[config.mk]
export PLATFORM = sky130hd
export DESIGN_NAME = mem_bus_if
export DESIGN_NICKNAME = d
export VERILOG_FILES = /design/src/rtl/mem_bus_if.sv
export SDC_FILE = /design/constraint.sdc
export NUM_CORES = 1
export LEC_CHECK = 0
export ABC_AREA = 1
export BUFFER_PORTS_ARGS = -buffer_cell sky130_fd_sc_hd__buf_2
export CORE_ASPECT_RATIO = 0.7
export CORE_UTILIZATION = 50
export DETAILED_ROUTE_END_ITERATION = 8
export PLACE_DENSITY = 0.79
export SLEW_MARGIN = 20
export SYNTH_ARGS = -nofsm -noshare
export SYNTH_HDL_FRONTEND = slang
export SYNTH_SLANG_ARGS = --single-unit
[constraint.sdc]
create_clock -name clk -period 1.83 [get_ports clk]
set_clock_uncertainty 0.1 [all_clocks]
set_input_delay 0.183 -clock clk [delete_from_list [all_inputs] [get_ports clk]]
set_output_delay 0.183 -clock clk [all_outputs]
set_load 0.005 [all_outputs]
[src/rtl/mem_bus_if.sv]
// Memory-stage bus interface: turns one load/store request from the pipeline
// into a single request/response bus transaction with timeout and flush handling.
module mem_bus_if #(
    parameter int TO_W = 8
) (
    input  logic        clk,
    input  logic        rst,
    input  logic        mem_ce_i,
    input  logic        mem_we_i,
    input  logic [31:0] mem_addr_i,
    input  logic [2:0]  mem_sel_i,
    input  logic [31:0] mem_data_i,
    input  logic        flush_i,
    output logic [31:0] mem_rdata_o,
    output logic        stall_req_o,
    output logic        acc_err_o,
    output logic        bus_req_o,
    output logic        bus_we_o,
    output logic [31:0] bus_addr_o,
    output logic [3:0]  bus_be_o,
    output logic [31:0] bus_wdata_o,
    input  logic        bus_gnt_i,
    input  logic        bus_rvalid_i,
    input  logic [31:0] bus_rdata_i,
    input  logic        bus_err_i
);

    typedef enum logic [2:0] {IDLE, REQ, WAIT, DRAIN, DONE} state_t;

    // Last counter value before the limit; reaching it without progress is a timeout.
    localparam logic [TO_W-1:0] TO_LAST = {{(TO_W-1){1'b1}}, 1'b0};

    state_t          state_q;
    logic [TO_W-1:0] cnt_q;
    logic            req_q;
    logic            we_q;
    logic [31:0]     addr_q;
    logic [3:0]      be_q;
    logic [31:0]     wdata_q;
    logic [31:0]     rdata_q;
    logic            err_q;

    logic            legal;
    logic [3:0]      be_d;
    logic [31:0]     wdata_d;
    logic [TO_W-1:0] cnt_d;
    logic            timeout;

    always_comb begin
        legal   = 1'b0;
        be_d    = 4'b0000;
        wdata_d = mem_data_i;
        case (mem_sel_i)
            3'b000: begin
                legal   = 1'b1;
                be_d    = 4'b0001 << mem_addr_i[1:0];
                wdata_d = {4{mem_data_i[7:0]}};
            end
            3'b001: begin
                legal   = ~mem_addr_i[0];
                be_d    = 4'b0011 << {mem_addr_i[1], 1'b0};
                wdata_d = {2{mem_data_i[15:0]}};
            end
            3'b010: begin
                legal   = (mem_addr_i[1:0] == 2'b00);
                be_d    = 4'b1111;
                wdata_d = mem_data_i;
            end
            default: begin
                legal   = 1'b0;
                be_d    = 4'b0000;
                wdata_d = mem_data_i;
            end
        endcase
    end

    // Counter saturates so a late grant can never wrap it back below the limit.
    assign cnt_d   = (cnt_q == {TO_W{1'b1}}) ? cnt_q : cnt_q + 1'b1;
    assign timeout = (cnt_q >= TO_LAST);

    always_ff @(posedge clk or negedge rst) begin
        if (!rst) begin
            state_q <= IDLE;
            cnt_q   <= '0;
            req_q   <= 1'b0;
            we_q    <= 1'b0;
            addr_q  <= '0;
            be_q    <= '0;
            wdata_q <= '0;
            rdata_q <= '0;
            err_q   <= 1'b0;
        end else begin
            case (state_q)
                IDLE: begin
                    if (mem_ce_i && !flush_i) begin
                        we_q    <= mem_we_i;
                        addr_q  <= {mem_addr_i[31:2], 2'b00};
                        be_q    <= be_d;
                        wdata_q <= wdata_d;
                        if (legal) begin
                            state_q <= REQ;
                            req_q   <= 1'b1;
                            cnt_q   <= '0;
                            err_q   <= 1'b0;
                        end else begin
                            state_q <= DONE;
                            err_q   <= 1'b1;
                            rdata_q <= '0;
                        end
                    end
                end
                REQ: begin
                    cnt_q <= cnt_d;
                    if (bus_gnt_i) begin
                        req_q   <= 1'b0;
                        state_q <= flush_i ? DRAIN : WAIT;
                    end else if (flush_i) begin
                        req_q   <= 1'b0;
                        state_q <= IDLE;
                    end else if (timeout) begin
                        req_q   <= 1'b0;
                        state_q <= DONE;
                        err_q   <= 1'b1;
                        rdata_q <= '0;
                    end
                end
                WAIT: begin
                    cnt_q <= cnt_d;
                    if (flush_i) begin
                        state_q <= DRAIN;
                    end else if (bus_rvalid_i) begin
                        state_q <= DONE;
                        err_q   <= bus_err_i;
                        rdata_q <= (!we_q && !bus_err_i) ? bus_rdata_i : 32'h0;
                    end else if (timeout) begin
                        state_q <= DONE;
                        err_q   <= 1'b1;
                        rdata_q <= '0;
                    end
                end
                DRAIN: begin
                    cnt_q <= cnt_d;
                    if (bus_rvalid_i || timeout) begin
                        state_q <= IDLE;
                    end
                end
                DONE: begin
                    state_q <= IDLE;
                end
                default: begin
                    state_q <= IDLE;
                end
            endcase
        end
    end

    assign stall_req_o = rst && (((state_q == IDLE) && mem_ce_i) || (state_q == REQ) ||
                                 (state_q == WAIT) || (state_q == DRAIN));
    assign acc_err_o   = (state_q == DONE) && err_q && !flush_i;
    assign mem_rdata_o = rdata_q;
    assign bus_req_o   = req_q;
    assign bus_we_o    = we_q;
    assign bus_addr_o  = addr_q;
    assign bus_be_o    = be_q;
    assign bus_wdata_o = wdata_q;

endmodule

==> results.txt <==
- Result of the run: completed
* Largest area contributor in the netlist: sky130_fd_sc_hd__dfrtp_1
* Fraction of layout cells with a size suffix above 1: 0.249
- The worst setup path is captured at a flop.
- Sequential fraction of the synthesis area: 0.471
* Max-slew headroom at the worst pin: 0.504
- Maximum number of pins on one net before global-route repair: 57
- The critical path contains buffers and inverters numbering 2 combined.
* Data arrival at the endpoint of the critical path: about 1900 ps
* Register bit total from synthesis: approximately 110
- Among cell families on the critical path, the largest total delay comes from simple AND/OR/NAND/NOR gates.
* Number of levels in the clock H-tree: 3
- In this run the deepest clock path goes through 2 buffers.
- Port buffering added around 210 buffers.
- Syn_area_per_cell: around 7.1 um2
* Top-level I/O count: approximately 210
- IR analysis of the VDD net gives a maximum drop of 0.613 mV.
- Placement Setup Slack: -10.4 ps
* FF-to-FF Start: cnt_q[0]
- Leading cell type in the layout, fill and taps excluded: sky130_fd_sc_hd__nand2_1
- Final Instance Count excl. Fillers: 1240
* CTS Root Buffer Type: sky130_fd_sc_hd__clkbuf_16
- In the global route stage, overall resource usage came out at 0.281.
- For this design the ratio of total power to cell area is roughly 1200 nW/um2.
- Counting distinct cell types in the post-synthesis netlist gives 31.
- Min-delay src: mem_data_i[16]
- After layout, the minimum clock period comes to 1750 ps.
* Net Sw Frac: 0.393
- Compared with the post-synthesis result, the final layout area differs by 34.6%.
- Sequential cell fraction of total power: 0.407
* Cell count after placement: around 1200
* Vias in the first global route: around 5700
* Delay contributed by the slowest stage of the critical path: 410 ps
* Util after Layout: 0.709
* CORE AREA: roughly 11000 um2
* Critical path class: reg -> reg
* Placement row count: 32
- Leading cell types in the layout, fill and taps excluded: sky130_fd_sc_hd__nand2_1, sky130_fd_sc_hd__buf_2, sky130_fd_sc_hd__dfrtp_1, sky130_fd_sc_hd__nand3_1, sky130_fd_sc_hd__dlygate4sd3_1
* Cell internal pwr: approximately 0.0059 W
- Of all nets on the critical path, the largest fanout is 4.
- Die Outline Area: ~12000 um2
* Total net switching power: around 0.0038 W
* CP max stage cell: sky130_fd_sc_hd__dfrtp_1
- The routed layout has 6424 vias.
- Netlist area before placement: between 5000 and 6000 um2
* Leakage power figure: 4.49 nW
- Top-area cell type share of the netlist area: 0.471
- CTS tree: built
* Initial antenna violation count: 0
* Part of the power in combinational logic: 0.400
- The final layout contains routed wiring with a total length of around 17000 um.
- WL/cell: about 14 um
- Final hold violation count: 0
- Cell-by-cell listing of the critical path: buf_4 -> ha_1 -> nand3_1 -> inv_1 -> nand3_1 -> nand2_1 -> nor2_2 -> o21ai_0
* Clk slew on worst S/H paths: around 70 ps
- For the final routed database, the setup TNS stands at 0 ps.
- Number of buffers created by CTS: 9
- DRT iter0 DRCs: slightly above 400
- Clock Power Share: 0.192
- Initial core utilization: 0.526
* Max Fclk: between 500 and 600 MHz
- Die W: approximately 130 um
- Number of nets with antenna violations after detailed routing: 0
- Setup violations remaining at the end of the flow were counted as 0.
- Worst-Margin Slew: between 700 and 800 ps
* Detailed-route vias per instance: between 5 and 6
* Reported max-cap violation count: 0
* Remaining design rule violation count: 0
- After synthesis, the cell types taking the most area are sky130_fd_sc_hd__dfrtp_1, sky130_fd_sc_hd__nand2_1, sky130_fd_sc_hd__nand3_1.
- Wire length of the first global-routing pass: about 28000 um
- Setup repair after global routing could not meet its margin everywhere.
- Post-synthesis cell count: 839
- Yosys warns: 0
- Clock tree synthesis found a total of ~110 sinks.
* Req. time, crit path: between 1500 and 2000 ps
- After layout, the worst setup slack is a little under 80 ps.
- Kind of path behind the tightest hold check: in -> reg
- Router iterations before antenna repair: 5
- Number of pins exceeding their max-slew limit in the final report: 0
- Most frequent cell on the critical path: sky130_fd_sc_hd__nand3_1
- Of the available clock period, the critical path in the final layout requires 0.957.
- Worst setup path startpoint: cnt_q[0]
- The repair_antennas step left the layout with diodes totalling 0.
* Vertical die dimension: ~93 um
* RePlAce Congestion: slightly above 0.9
- The wire-length estimate of the detail-placed layout is ~11000 um.
- Nets: around 1200
- Total global routing overflow: 0
- Skew-Pair Late Insertion Delay: around 340 ps
* Startpoint type of the worst setup path: flop
final timing paths:
kind	slack (ps)	cells after the start	endpoint
setup / recovery	80	8	cnt_q[4]
setup reg to reg	80	8	cnt_q[4]
hold / removal	8	3	bus_wdata_o[16]
hold reg to reg	370	2	bus_addr_o[10]
min in group asynchronous	430	3	cnt_q[6]
max in group asynchronous	660	3	bus_addr_o[23]
state kept, by name, summed over array words and instances (netlist names):
name	cells
bus_addr_o	30
bus_be_o	4
bus_req_o	1
bus_wdata_o	32
bus_we_o	1
cnt_q	8
err_q	1
mem_rdata_o	32
state_q	3
synth_stat cells (all sizes together):
library cell / instances
or2: 2
nor3: 1
xnor2: 1
ha: 2
clkbuf: 17
a31oi: 16
o21ai: 34
nand3b: 1
clkinv: 2
o21bai: 1
nor4: 1
dfrtp: 112
a21oi: 4
nand3: 87
nand4: 7
nor2: 45
a41oi: 8
conb: 1
inv: 21
buf: 33
xor2: 1
nand2: 442
layer usage:
metal  part of all wire  vias to the layer above  global-route usage
met3              0.076                       37              0.0596
met4              0.024                        0              0.0958
li1                   -                     3150                   -
met5                  0                        -                   0
met1               0.44                     2958               0.382
met2               0.46                      279               0.448
power groups by stage:
stage	logic (W)	registers (W)	clock network, W
CTS	0.00378	0.00396	0.00191
global route	0.00437	0.00409	0.00201
global placement	0.00361	0.00398	0
detailed placement	0.00370	0.00399	0
floorplan	0.00202	0.00404	0
finish	0.00391	0.00398	0.00188
repair_timing:
item,CTS,global route
cloned,0,1
hold buffers,43,1
endpoints found under the hold margin,154,1
setup endpoints to repair,22,55
setup buffers,0,2
gates resized for setup,1,19
cell families after synthesis:
logic type / after synthesis / share of synthesized area
XOR/XNOR: 2 / 0.00295
buffers and inverters: 73 / 0.0560
flip-flops: 112 / 0.471
AND/OR/NAND/NOR: 586 / 0.401
other: 1 / 0.000631
AO/OA/AOI/OAI: 63 / 0.0638
adder cells (fa/ha/maj): 2 / 0.00421
layout make-up:
class                           count  area [um2]
Clock buffer                       10         229
Multi-Input combinational cell    655        2840
Inverter                           23        93.8
Sequential cell                   112        2800
Fill cell                         929        3290
Clock inverter                      6        50.0
Timing Repair Buffer              281        1790
Tap cell                          153         191
worst reg2reg max path, stage by stage, from the launching register on:
cell,delay [ps]
sky130_fd_sc_hd__dfrtp_1,410
sky130_fd_sc_hd__buf_4,150
sky130_fd_sc_hd__ha_1,210
sky130_fd_sc_hd__nand3_1,130
sky130_fd_sc_hd__inv_1,90
sky130_fd_sc_hd__nand3_1,200
sky130_fd_sc_hd__nand2_1,100
sky130_fd_sc_hd__nor2_2,160
sky130_fd_sc_hd__o21ai_0,100
through the flow:
step,cell area (um2),hold slack (ps),total power [W]
finish,8000,8.44,0.00977
CTS,7890,0.330,0.00965
floorplan,5950,-213,0.00606
global placement,7170,285,0.00759
global route,8000,16.5,0.0105
detailed placement,7170,288,0.00769
Note: power is estimated with default switching activity, not from simulation.
